==> config.mk <==
export PLATFORM = sky130hd
export DESIGN_NAME = c1908_resp_misr
export DESIGN_NICKNAME = d
export VERILOG_FILES = /design/src/rtl/c1908_resp_misr.sv
export SDC_FILE = /design/constraint.sdc
export NUM_CORES = 1
export LEC_CHECK = 0
export BUFFER_PORTS_ARGS = -buffer_cell sky130_fd_sc_hd__buf_2
export CORE_MARGIN = 2
export CORE_UTILIZATION = 30
export DETAILED_ROUTE_END_ITERATION = 6
export MAX_ROUTING_LAYER = met4
export PLACE_DENSITY_LB_ADDON = 0.25
export SYNTH_ARGS = -nofsm -noshare
export SYNTH_HDL_FRONTEND = slang
export SYNTH_SLANG_ARGS = --single-unit
==> constraint.sdc <==
create_clock -name clk -period 4.5 [get_ports clk]
set_input_delay 0.9 -clock clk [delete_from_list [all_inputs] [get_ports clk]]
set_output_delay 0.9 -clock clk [all_outputs]
set_load 0.005 [all_outputs]
==> src/rtl/c1908_resp_misr.sv <==
// c1908_resp_misr: response-capture MISR for the registered c1908 wrapper.
// Compacts the registered primary outputs into a signature over a
// programmed number of valid samples. The first LAT valid samples after
// start are discarded while the input/output flops fill. The final
// signature is then compared against a golden value.
//
// Handshake: resp_valid is a one-way qualifier with no ready signal.
// On every rising edge where resp_valid=1, resp_in is consumed:
// discarded in SKIP, compacted in RUN, and ignored in IDLE/DONE.
// With resp_valid=0, nothing changes (stall).
module c1908_resp_misr #(
  parameter int              WIDTH = 25,
  parameter int              CNT_W = 16,
  parameter logic [WIDTH-1:0] POLY = 25'h0000008,
  parameter logic [WIDTH-1:0] SEED = 25'h0000000,
  parameter int              LAT   = 2
) (
  input  logic             clk,
  input  logic             reset,
  input  logic             start,
  input  logic             abort,
  input  logic [CNT_W-1:0] num_cycles,
  input  logic [WIDTH-1:0] resp_in,
  input  logic             resp_valid,
  input  logic [WIDTH-1:0] expected_sig,
  output logic             busy,
  output logic             done,
  output logic             pass,
  output logic [WIDTH-1:0] signature,
  output logic [CNT_W-1:0] cycle_count,
  output logic [1:0]       state_dbg
);

  localparam logic [1:0] IDLE = 2'd0;
  localparam logic [1:0] SKIP = 2'd1;
  localparam logic [1:0] RUN  = 2'd2;
  localparam logic [1:0] DONE = 2'd3;

  localparam int SKIP_W = (LAT < 2) ? 1 : $clog2(LAT + 1);

  logic [1:0]        state;
  logic [SKIP_W-1:0] skip_cnt;
  logic [CNT_W-1:0]  num_lat;
  logic [WIDTH-1:0]  sig_next;
  logic              last_sample;
  logic              last_skip;

  // Next MISR value: shift up, fold the MSB back into bit 0 and the tap bits.
  always_comb begin
    sig_next    = '0;
    sig_next[0] = signature[WIDTH-1] ^ resp_in[0];
    for (int i = 1; i < WIDTH; i++) begin
      sig_next[i] = signature[i-1] ^ resp_in[i] ^ (POLY[i] & signature[WIDTH-1]);
    end
  end

  // Terminal conditions for the sample currently being consumed.
  always_comb begin
    last_sample = ((cycle_count + CNT_W'(1)) == num_lat);
    last_skip   = (skip_cnt == SKIP_W'(LAT - 1));
  end

  // Control FSM together with the signature, counters and verdict.
  always_ff @(posedge clk) begin
    if (reset) begin
      state       <= IDLE;
      pass        <= 1'b0;
      signature   <= SEED;
      cycle_count <= '0;
      skip_cnt    <= '0;
      num_lat     <= '0;
    end else if (abort && (state != IDLE)) begin
      // Signature and count are left as-is so an aborted run can be inspected.
      state <= IDLE;
      pass  <= 1'b0;
    end else begin
      case (state)
        IDLE, DONE: begin
          if (start) begin
            num_lat     <= num_cycles;
            signature   <= SEED;
            cycle_count <= '0;
            skip_cnt    <= '0;
            pass        <= 1'b0;
            if (num_cycles == '0) begin
              // Empty run: the seed itself is the final signature.
              state <= DONE;
              pass  <= (SEED == expected_sig);
            end else if (LAT > 0) begin
              state <= SKIP;
            end else begin
              state <= RUN;
            end
          end
        end
        SKIP: begin
          if (resp_valid) begin
            skip_cnt <= skip_cnt + SKIP_W'(1);
            if (last_skip) begin
              state <= RUN;
            end
          end
        end
        RUN: begin
          if (resp_valid) begin
            signature   <= sig_next;
            cycle_count <= cycle_count + CNT_W'(1);
            if (last_sample) begin
              state <= DONE;
              pass  <= (sig_next == expected_sig);
            end
          end
        end
        default: state <= IDLE;
      endcase
    end
  end

  // Status flags decode directly from the state register.
  always_comb begin
    busy      = (state == SKIP) || (state == RUN);
    done      = (state == DONE);
    state_dbg = state;
  end

endmodule

* Word level (Yosys, flattened, before mapping)
Index checks and enable logic that the tools add are counted.
Word-level totals: register bits after elaboration 62, input port bits 71, logic and storage cells 82
Operators by class: add/sub/neg operators 2, eq/ne operators 11, mux-type cells 21, bitwise gates (word level) 27, reduce and logical (&&, ||, !) cells 15
Operator list (count):
- $mux W25 | 2
- $pmux W25 S2 | 1
- $mux W16 | 2
- $pmux W16 S2 | 1
- $xor A1 B1 Y1 | 26
- $eq A25 B25 Y1 | 1
- $logic_not A25 Y1 | 1
- $add A16 B1 Y16 const B | 1
- $eq A16 B16 Y1 | 1
- $logic_not A16 Y1 | 1
- $mux W2 | 8
- $reduce_and A4 Y1 | 3
- $ne A2 B2 Y1 const B | 5
- $pmux W2 S3 | 1
- $reduce_bool A2 Y1 | 3
- $reduce_and A5 Y1 | 1
- $eq A2 B1 Y1 const B | 2
- $eq A2 B2 Y1 const B | 2
- $mux W1 | 4
- $pmux W2 S2 | 1
- $reduce_or A2 Y1 | 2
- $reduce_and A3 Y1 | 1
- $add A2 B1 Y2 const B | 1
- $logic_not A2 Y1 | 1
- other kinds (4) | 4

* Longest topological paths before layout
Gate-level depths: netlist of the first run.
depth in word-level cells 6, gate-level depth with buffers 10, mapped depth without buffers 9

* Worst setup path before layout of the first run
OpenSTA, ideal clock, no wires.
path type register to register, from reg cycle_count[0], to reg state[0] (netlist: state_dbg[0]), setup time 0.072 ns, data arrival time 2.667 ns, data required time 4.428 ns, path slack 1.761 ns, stages on the path, launching flop included 10, buffers on the path 1, clock period less this slack 2.739 ns, path through dfxtp_1 ha_1 buf_2 nand3_2 or3_1 nand2b_1 a31o_2 or4_4 a211oi_2 mux2i_1
Between the ends: cells in the longest elaborated chain, start to end 4
Ends and longest elaborated chain:
- start: declaration | RTL line 30 | output logic [CNT_W-1:0] cycle_count,
- start signal: assignment | RTL line 107 | cycle_count <= cycle_count + CNT_W'(1);
- $add A16 B1 Y16 | RTL line 59 | last_sample = ((cycle_count + CNT_W'(1)) == num_lat);
- $eq A16 B16 Y1 | RTL line 59
- $ne A2 B2 Y1 (no line)
- $reduce_and A5 Y1 (no line)
- end signal: assignment | RTL line 66 | state <= IDLE;
- end signal: assignment | RTL line 74 | state <= IDLE;
- end signal: assignment | RTL line 87 | state <= DONE;
- end: declaration | RTL line 41 | logic [1:0] state;
No other way between the ends. A chain may end at the register's enable or synchronous reset.

* Worst setup path in the final report of the first run
Ends and elaborated chain as after synthesis.

==> flow_summary.json, run 1 <==
{
  "area.growth.synth_to_final_pct": 26.8,
  "critical-path-slowest-cell": "nor4_1",
  "vias": 3851,
  "synthFlopType": "dfxtp_1",
  "tightest_slew_ps": 1100,
  "path_cells": "ha_1 -> nand3_2 -> nor4_1 -> xnor2_1 -> o211ai_1 -> or4_4 -> a211oi_2 -> mux2i_1",
  "htree_levels": 3,
  "ant_nets": 0,
  "cp.arrival_ps": 3440,
  "synth_edf_count": 0,
  "core_region_area_sq_um": 12500,
  "portBuffers": 116,
  "synth_fp_nets": 567,
  "fin_worst_skew_ps": 8.76,
  "r2r_start": "cycle_count[0]$_SDFFE_PP0P_",
  "p_sw_w": 0.000901,
  "slew_violations": 0,
  "end_kind": "flop",
  "multi_input_area_sq_um": 2410,
  "r2r_cells": 8,
  "yosys.area.top_type": "dfxtp_1",
  "drtIter0Drc": 247,
  "reg2reg_to": "state_dbg[0]$_SDFFE_PP0P_",
  "post_cts_resized": 0,
  "cts-buffers-inserted": 9,
  "fin_setup_tns_ps": 0,
  "cts.path.max_buffers": 2,
  "yosys.area.top_type_share": 0.328,
  "dieArea_sq_um": 13500,
  "syn_area_sq_um": 3780,
  "min_path_cells": 2,
  "combPwrFrac": 0.384,
  "seqPwrFrac": 0.303,
  "die_w_um": 116,
  "cts_tree": "built",
  "rsz0062_at_grt": "no",
  "place_ws_ps": 1370,
  "synth_area_per_cell_sq_um": 7.74,
  "post-route-period-util": 0.708,
  "seq_area_sq_um": 1240,
  "cts_setup_buffers": 0,
  "hpwl_um": 9240,
  "routed_via_density": 5.02,
  "ys_top_cells_by_area": "dfxtp_1, xnor2_1, nand2_1",
  "track_usage": 0.190,
  "drtPass1Iterations": 5,
  "top_level_ports": 117,
  "drive_gt1_frac": 0.255,
  "rows": 41,
  "ys_ff_latch": 62,
  "max_stage_delay_ps": 600,
  "clk_latency_ps": 330,
  "yosysMostFrequentCell": "nand2_1",
  "synthArstFlopShare": 0,
  "ctsHoldBuffers": 0,
  "crit_required_ps": 4760,
  "antenna_found_initial": 0,
  "drc": 0,
  "holdPathEnd": "num_lat[10]$_SDFFE_PP0P_",
  "fmax_ghz": 0.314,
  "routedWlPerCell_um": 15.9,
  "final_util": 0.385,
  "cts_sinks": 62,
  "synth_cell_type_count": 53,
  "dp_cells": 751,
  "fin_cells": 767,
  "p_int_w": 0.00137,
  "overflow": 0,
  "leakagePower_nw": 1.97,
  "switching_share": 0.397,
  "grt_pass1_vias": 3743,
  "dieHeight_um": 116,
  "syn_inst": 489,
  "globalplace.congestion": 0.862,
  "hold_class": "reg2reg",
  "hp-start": "num_lat[10]$_SDFFE_PP0P_",
  "initial_utilization": 0.304,
  "synth.top_cells.by_count": "nand2_1, dfxtp_1, a21oi_1, xnor2_1, xor2_1",
  "max-vdd-ir-drop_v": 0.000336,
  "powerDensity_nw_per_um2": 472,
  "setup_violations": 0,
  "grt_start_max_net_pins": 42,
  "cp-start-kind": "flop",
  "grt_pass1_wl_um": 19300,
  "n_fill_cell": 1321,
  "final_nets": 668,
  "period_needed_ps": 3190,
  "n_antenna_cell": 0,
  "cts_root_buffer": "clkbuf_16",
  "hold_viol": 0,
  "fin_total_pwr_w": 0.00227,
  "routed_wl_um": 12200,
  "regToRegSetupSlack_ps": 1310,
  "clockPowerShare": 0.313,
  "worst_slack_ps": 1310,
  "ys_seq_area_frac": 0.328,
  "clk_pin_slew_ps": 60,
  "path_class": "reg2reg",
  "maxSlewHeadroom": 0.262,
  "path_max_fanout": 16,
  "yosys_warnings": 0,
  "run_status": "completed",
  "max_cap_violations": 0
}
-- routing by layer --
metal | track usage | part of all wire
met3 | 0.0291 | 0.049
met5 | - | 0
met2 | 0.297 | 0.46
met4 | 0.0444 | 0.0084
met1 | 0.259 | 0.48
-- through the flow --
| step | instance area [sq um] | hold slack (ps) |
|---|---|---|
| 2_1_floorplan | 3780 | 446 |
| 3_3_place_gp | 4490 | 456 |
| 3_5_place_dp | 4490 | 462 |
| 4_1_cts | 4800 | 470 |
| 5_1_grt | 4800 | 496 |
| 6_report | 4800 | 470 |
-- final cells by class --
class / instances / area share
Clock buffer: 10 / 0.0498
Clock inverter: 6 / 0.0146
Inverter: 4 / 0.00313
Multi-Input combinational cell: 393 / 0.502
Sequential cell: 62 / 0.259
Tap cell: 172 / 0.0448
Timing Repair Buffer: 120 / 0.127
-- cells by family after synthesis --
| logic type | Yosys count | share of synthesized area |
|---|---|---|
| flip-flops | 62 | 0.328 |
| adder cells (fa/ha/maj) | 7 | 0.0231 |
| AO/OA/AOI/OAI | 96 | 0.150 |
| multiplexers | 2 | 0.00529 |
| AND/OR/NAND/NOR | 217 | 0.292 |
| buffers and inverters | 34 | 0.0354 |
| XOR/XNOR | 71 | 0.166 |
-- registers in the layout, summed over array words and instances (netlist names) --
signal / flops
num_lat: 16
cycle_count: 16
pass: 1
signature: 25
skip_cnt: 2
state_dbg: 2
-- worst max path at each step --
stage,start,to,slack [ps],cells past startpoint
final,cycle_count[0]$_SDFFE_PP0P_,state_dbg[0]$_SDFFE_PP0P_,1310,8
after global routing,cycle_count[0]$_SDFFE_PP0P_,state_dbg[1]$_SDFFE_PP0P_,1070,8
after CTS,cycle_count[0]$_SDFFE_PP0P_,state_dbg[0]$_SDFFE_PP0P_,1350,8
after detailed placement,cycle_count[0]$_SDFFE_PP0P_,state_dbg[0]$_SDFFE_PP0P_,1370,8
after global placement,cycle_count[0]$_SDFFE_PP0P_,state_dbg[0]$_SDFFE_PP0P_,1460,8
after floorplan,cycle_count[0]$_SDFFE_PP0P_,state_dbg[0]$_SDFFE_PP0P_,1760,9
-- layout by cell type, fill, tap and decap left out, drive strengths merged, types with 3 or more instances in the layout --
| master | n |
|---|---|
| nand2 | 85 |
| xnor2 | 39 |
| nand4 | 11 |
| clkbuf | 10 |
| nor3 | 11 |
| xor2 | 32 |
| nand3b | 6 |
| or3 | 9 |
| a211oi | 5 |
| and3 | 4 |
| nor4 | 19 |
| buf | 120 |
| o21ai | 11 |
| ha | 7 |
| or4 | 3 |
| dfxtp | 62 |
| a21o | 4 |
| nor2 | 23 |
| nand3 | 28 |
| nor2b | 3 |
| a21oi | 61 |
| clkinvlp | 3 |
| nand2b | 6 |
| inv | 5 |
-- power by group through the flow --
stage                     clock network, W  registers [W]  logic [W]
after floorplan                          0       0.000683   0.000597
after global placement                   0       0.000696   0.000858
after detailed placement                 0       0.000700   0.000869
after CTS                         0.000723       0.000688   0.000873
after global routing              0.000744       0.000699   0.000977
final                             0.000708       0.000688   0.000870
-- critical path, delay by kind of cell (launching register included) --
family | cells | cell delay (ps)
adders and majority gates | 1 | 410
and+or+nand+nor | 3 | 1360
muxes | 1 | 210
DFF | 1 | 530
xor gates and xnor gates | 1 | 180
AOI/OAI and AO/OA | 2 | 430
No activity file was read; power rests on OpenSTA's default activity.
==> inputs of run 2 (changes only) <==
==> constraint.sdc (replaced) <==
create_clock -name clk -period 3.3 [get_ports clk]
set_input_delay 0.66 -clock clk [delete_from_list [all_inputs] [get_ports clk]]
set_output_delay 0.66 -clock clk [all_outputs]
set_load 0.005 [all_outputs]
==> flow_summary.json, run 2 (synthesis results as in run 1) <==
{
  "run_status": "finished with violations",
  "violations": "DRC",
  "period_needed_ps": 2930,
  "clk_pin_slew_ps": 60,
  "grt_start_max_net_pins": 42,
  "regToRegSetupSlack_ps": 370,
  "rsz0062_at_grt": "no",
  "n_antenna_cell": 0,
  "hold_class": "reg2reg",
  "routedWlPerCell_um": 15.9,
  "fmax_ghz": 0.342,
  "max_cap_violations": 0,
  "holdPathEnd": "num_lat[3]$_SDFFE_PP0P_",
  "ctsHoldBuffers": 0,
  "core_region_area_sq_um": 12500,
  "layout_common_cells": "buf_2, nand2_1, dfxtp_1",
  "globalplace.congestion": 0.854,
  "die_w_um": 116,
  "cts-buffers-inserted": 9,
  "top_level_ports": 117,
  "htree_levels": 3,
  "routed_wl_um": 12300,
  "fin_worst_skew_ps": 6.79,
  "path_max_fanout": 16,
  "fin_setup_tns_ps": 0,
  "cts_setup_buffers": 0,
  "crit_required_ps": 3560,
  "post-route-period-util": 0.887,
  "hpwl_um": 9210,
  "hp-start": "num_lat[3]$_SDFFE_PP0P_",
  "portBuffers": 116,
  "post_cts_resized": 0,
  "final_nets": 674,
  "vias": 3927,
  "min_path_cells": 2,
  "slew_violations": 0,
  "reg.largest.list": "signature x25, cycle_count x16, num_lat x16",
  "powerDensity_nw_per_um2": 667,
  "crit_start": "cycle_count[0]$_SDFFE_PP0P_",
  "max_stage_delay_ps": 530,
  "r2r_start": "cycle_count[0]$_SDFFE_PP0P_",
  "grt_pass1_vias": 3752,
  "final_util": 0.391,
  "leakagePower_nw": 2.01,
  "drtPass1Iterations": 7,
  "cts_sinks": 62,
  "r2r_cells": 8,
  "clk_latency_ps": 330,
  "n_fill_cell": 1322,
  "critical-path-slowest-cell": "or4_4",
  "cts.path.max_buffers": 2,
  "setup_violations": 0,
  "maxSlewHeadroom": 0.442,
  "cp.arrival_ps": 3180,
  "top_register": "signature",
  "dieArea_sq_um": 13500,
  "rows": 41,
  "drtIter0Drc": 323,
  "hold_viol": 0,
  "drive_gt1_frac": 0.261,
  "ant_nets": 0,
  "path_class": "reg2reg",
  "final_common_cell": "buf_2",
  "dieHeight_um": 116,
  "cts_tree": "built",
  "initial_utilization": 0.304,
  "critical_path_buf_inv_count": 0,
  "end_kind": "flop",
  "tightest_slew_ps": 837,
  "drc": 1,
  "track_usage": 0.192,
  "reg2reg_to": "state_dbg[0]$_SDFFE_PP0P_",
  "max-vdd-ir-drop_v": 0.000290,
  "largest_register_ffs": 25,
  "routed_via_density": 5.08,
  "cts_root_buffer": "clkbuf_16",
  "cp-start-kind": "flop",
  "grt_pass1_wl_um": 19600,
  "path_cells": "ha_1 -> nand3_2 -> or3_1 -> nand2b_1 -> a31o_2 -> or4_4 -> a211oi_2 -> mux2i_1",
  "overflow": 0,
  "area.growth.synth_to_final_pct": 28.8,
  "antenna_found_initial": 0,
  "crit_family": "simple AND/OR/NAND/NOR gates"
}
run 2: cell count changes in the layout (fill, tap and decap cells not counted), sizes merged:
cell,before,now
clkinvlp,3,2
buf,120,126
bufinv,1,3
inv,5,4
run 2: worst max-delay path by stage:
| stage | endpoint | cells past startpoint |
|---|---|---|
| final | state_dbg[0]$_SDFFE_PP0P_ | 8 |
| after global routing | state_dbg[0]$_SDFFE_PP0P_ | 8 |
| after CTS | state_dbg[0]$_SDFFE_PP0P_ | 8 |
| after detailed placement | state_dbg[0]$_SDFFE_PP0P_ | 8 |
| after global placement | state_dbg[1]$_SDFFE_PP0P_ | 8 |
| after floorplan | state_dbg[0]$_SDFFE_PP0P_ | 9 |
run 2: layer usage:
metal,vias up,share of wire,track usage
met1,1850,0.47,0.267
met2,138,0.46,0.289
li1,1927,-,-
met4,0,0.015,0.0627
met3,12,0.062,0.0259
met5,-,0,-
run 2: final cells by class:
cell class	instances	area, sq um	share of cell area
Clock buffer	10	229	0.0470
Clock inverter	6	110	0.0226
Inverter	4	15.0	0.00308
Multi-Input combinational cell	393	2410	0.494
Sequential cell	62	1240	0.255
Tap cell	172	215	0.0441
Timing Repair Buffer	126	656	0.134
run 2: through the flow:
step | hold WS, ps | total power, W | cells | setup slack, ps | instance area [sq um]
floorplan | 446 | 0.00174 | 489 | 561 | 3780
global placement | 456 | 0.00216 | 757 | 502 | 4540
detailed placement | 467 | 0.00217 | 757 | 397 | 4540
CTS | 473 | 0.00327 | 773 | 375 | 4880
global route | 484 | 0.00346 | 773 | 121 | 4880
finish | 475 | 0.00325 | 773 | 374 | 4880
run 2: where the power goes:
group / internal, W / total [W] / switching [W]
Clock: 0.000736 / 0.00109 / 0.000355
Combinational: 0.000440 / 0.00123 / 0.000786
Sequential: 0.000840 / 0.000936 / 0.0000967
Total: 0.00202 / 0.00325 / 0.00124
run 2: worst register-to-register path, stage by stage, from the launching register on:
cell	delay, ps
dfxtp_1	330
ha_1	350
nand3_2	300
or3_1	450
nand2b_1	150
a31o_2	240
or4_4	530
a211oi_2	310
mux2i_1	200
==> inputs of run 3 (changes only) <==
--- a/config.mk
+++ b/config.mk
@@ -10,7 +10,7 @@
 export CORE_UTILIZATION = 30
 export DETAILED_ROUTE_END_ITERATION = 6
 export MAX_ROUTING_LAYER = met4
-export PLACE_DENSITY_LB_ADDON = 0.25
+export PLACE_DENSITY = 0.58
 export SYNTH_ARGS = -nofsm -noshare
 export SYNTH_HDL_FRONTEND = slang
 export SYNTH_SLANG_ARGS = --single-unit
==> flow_summary.json, run 3 (synthesis results as in run 1) <==
{
  "run_status": "completed",
  "track_usage": 0.193,
  "multi_input_area_sq_um": 2410,
  "reg2reg_to": "state_dbg[1]$_SDFFE_PP0P_",
  "setup_violations": 0,
  "grt_pass1_wl_um": 19600,
  "largest_register_ffs": 25,
  "cts_sinks": 62,
  "cp.arrival_ps": 3290,
  "critical_path_buf_inv_count": 0,
  "leakagePower_nw": 1.98,
  "routed_wl_um": 12200,
  "htree_levels": 3,
  "drtIter0Drc": 219,
  "dpl_cell_area_sq_um": 4530,
  "path_max_fanout": 16,
  "layout_common_cells": "buf_2, nand2_1, dfxtp_1",
  "rows": 41,
  "routedWlPerCell_um": 15.7,
  "max_cap_violations": 0,
  "switching_share": 0.394,
  "cts-buffers-inserted": 9,
  "end_kind": "flop",
  "cts_setup_buffers": 0,
  "post-route-period-util": 0.915,
  "grt_pass1_vias": 3740,
  "top_usage_layer": "met2",
  "area.growth.synth_to_final_pct": 27.4,
  "crit_family": "simple AND/OR/NAND/NOR gates",
  "drtPass1Iterations": 5,
  "cts_tree": "built",
  "dieArea_sq_um": 13500,
  "dieHeight_um": 116,
  "globalplace.congestion": 0.957,
  "maxSlewHeadroom": 0.531,
  "holdWs_ps": 467,
  "seq_area_sq_um": 1240,
  "path_cells": "ha_1 -> nand3_2 -> nor4_1 -> xnor2_1 -> o211ai_1 -> or4_4 -> a211oi_2 -> o221a_1",
  "combPwrFrac": 0.392,
  "vias": 3869,
  "cts_root_buffer": "clkbuf_16",
  "max-vdd-ir-drop_v": 0.000330,
  "hpwl_um": 9440,
  "reg.largest.list": "signature x25, cycle_count x16, num_lat x16",
  "r2r_cells": 8,
  "min_path_cells": 2,
  "clk_pin_slew_ps": 50,
  "met2_usage": 0.294,
  "cp-start-kind": "flop",
  "seqPwrFrac": 0.308,
  "ctsHoldBuffers": 0,
  "max_stage_delay_ps": 670,
  "grt_start_max_net_pins": 39,
  "p_int_w": 0.00185,
  "tightest_slew_ps": 704,
  "p_sw_w": 0.00120,
  "crit_required_ps": 3570,
  "antenna_found_initial": 0,
  "powerDensity_nw_per_um2": 634,
  "period_needed_ps": 3020,
  "n_fill_cell": 1299,
  "holdPathEnd": "num_lat[11]$_SDFFE_PP0P_",
  "clockPowerShare": 0.300,
  "hold_class": "reg2reg",
  "hp-start": "num_lat[11]$_SDFFE_PP0P_",
  "clk_latency_ps": 330,
  "n_antenna_cell": 0,
  "regToRegSetupSlack_ps": 280,
  "post_cts_resized": 0,
  "fin_worst_skew_ps": 4.51,
  "grtUsageMet3": 0.0270,
  "initial_utilization": 0.304,
  "critical-path-slowest-cell": "nor4_1",
  "path_class": "reg2reg",
  "r2r_start": "cycle_count[1]$_SDFFE_PP0P_",
  "overflow": 0,
  "die_w_um": 116,
  "cts.path.max_buffers": 2,
  "drc": 0,
  "hold_viol": 0,
  "final_common_cell": "buf_2",
  "top_level_ports": 117,
  "routed_via_density": 5.01,
  "final_nets": 673,
  "drive_gt1_frac": 0.260,
  "core_region_area_sq_um": 12500,
  "ant_nets": 0,
  "fmax_ghz": 0.331,
  "fin_setup_tns_ps": 0,
  "use_met1": 0.258,
  "design_area_sq_um": 4820,
  "slew_violations": 0,
  "top_register": "signature",
  "rsz0062_at_grt": "no",
  "portBuffers": 116
}
-- run 3: changes by cell type in the layout (fill, tap and decap cells not counted), sizes merged --
cell | previous run | this run
bufinv | 3 | 1
buf | 126 | 125
clkinv | 1 | 2
clkinvlp | 2 | 3
-- run 3: layer usage --
| metal | part of all wire | up-vias |
|---|---|---|
| li1 | - | 1929 |
| met1 | 0.47 | 1823 |
| met2 | 0.47 | 102 |
| met3 | 0.045 | 15 |
| met4 | 0.016 | 0 |
| met5 | 0 | - |
-- run 3: worst max-delay path by stage --
stage	slack, ps	depth (start not counted)	from	to
floorplan	560	9	cycle_count[0]$_SDFFE_PP0P_	state_dbg[0]$_SDFFE_PP0P_
global placement	480	8	cycle_count[0]$_SDFFE_PP0P_	state_dbg[0]$_SDFFE_PP0P_
detailed placement	350	8	cycle_count[0]$_SDFFE_PP0P_	state_dbg[1]$_SDFFE_PP0P_
CTS	320	8	cycle_count[1]$_SDFFE_PP0P_	state_dbg[1]$_SDFFE_PP0P_
global route	70	8	cycle_count[0]$_SDFFE_PP0P_	state_dbg[1]$_SDFFE_PP0P_
finish	280	8	cycle_count[1]$_SDFFE_PP0P_	state_dbg[1]$_SDFFE_PP0P_
-- run 3: power groups by stage --
stage / Combinational, W / Sequential (W) / Clock, W
after floorplan: 0.000813 / 0.000931 / 0
final: 0.00120 / 0.000941 / 0.000917
after detailed placement: 0.00119 / 0.000957 / 0
after CTS: 0.00120 / 0.000941 / 0.000937
after global routing: 0.00133 / 0.000952 / 0.000969
after global placement: 0.00119 / 0.000949 / 0
-- run 3: tightest hold or removal path, delay by kind of cell, from the launching register on --
kind	cells	cell delay (ps)
and+or+nand+nor	1	50
DFF	1	310
AOI/OAI and AO/OA	1	50
-- run 3: area by class of cell --
cell class              instances  share of cell area
clock buffers                  10              0.0475
clock inverters                 6              0.0130
inverters                       4             0.00311
multi-input cells             393               0.500
flip-flops and latches         62               0.257
well taps                     172              0.0446
repair buffers                125               0.134
-- run 3: per-stage QoR --
stage | std cells | setup slack [ps] | power, W | util
3_5_place_dp | 756 | 354 | 0.00215 | 0.363
4_1_cts | 772 | 316 | 0.00308 | 0.387
2_1_floorplan | 489 | 561 | 0.00174 | -
3_3_place_gp | 756 | 483 | 0.00213 | 0.363
6_report | 772 | 281 | 0.00306 | 0.387
5_1_grt | 772 | 70.7 | 0.00325 | 0.387
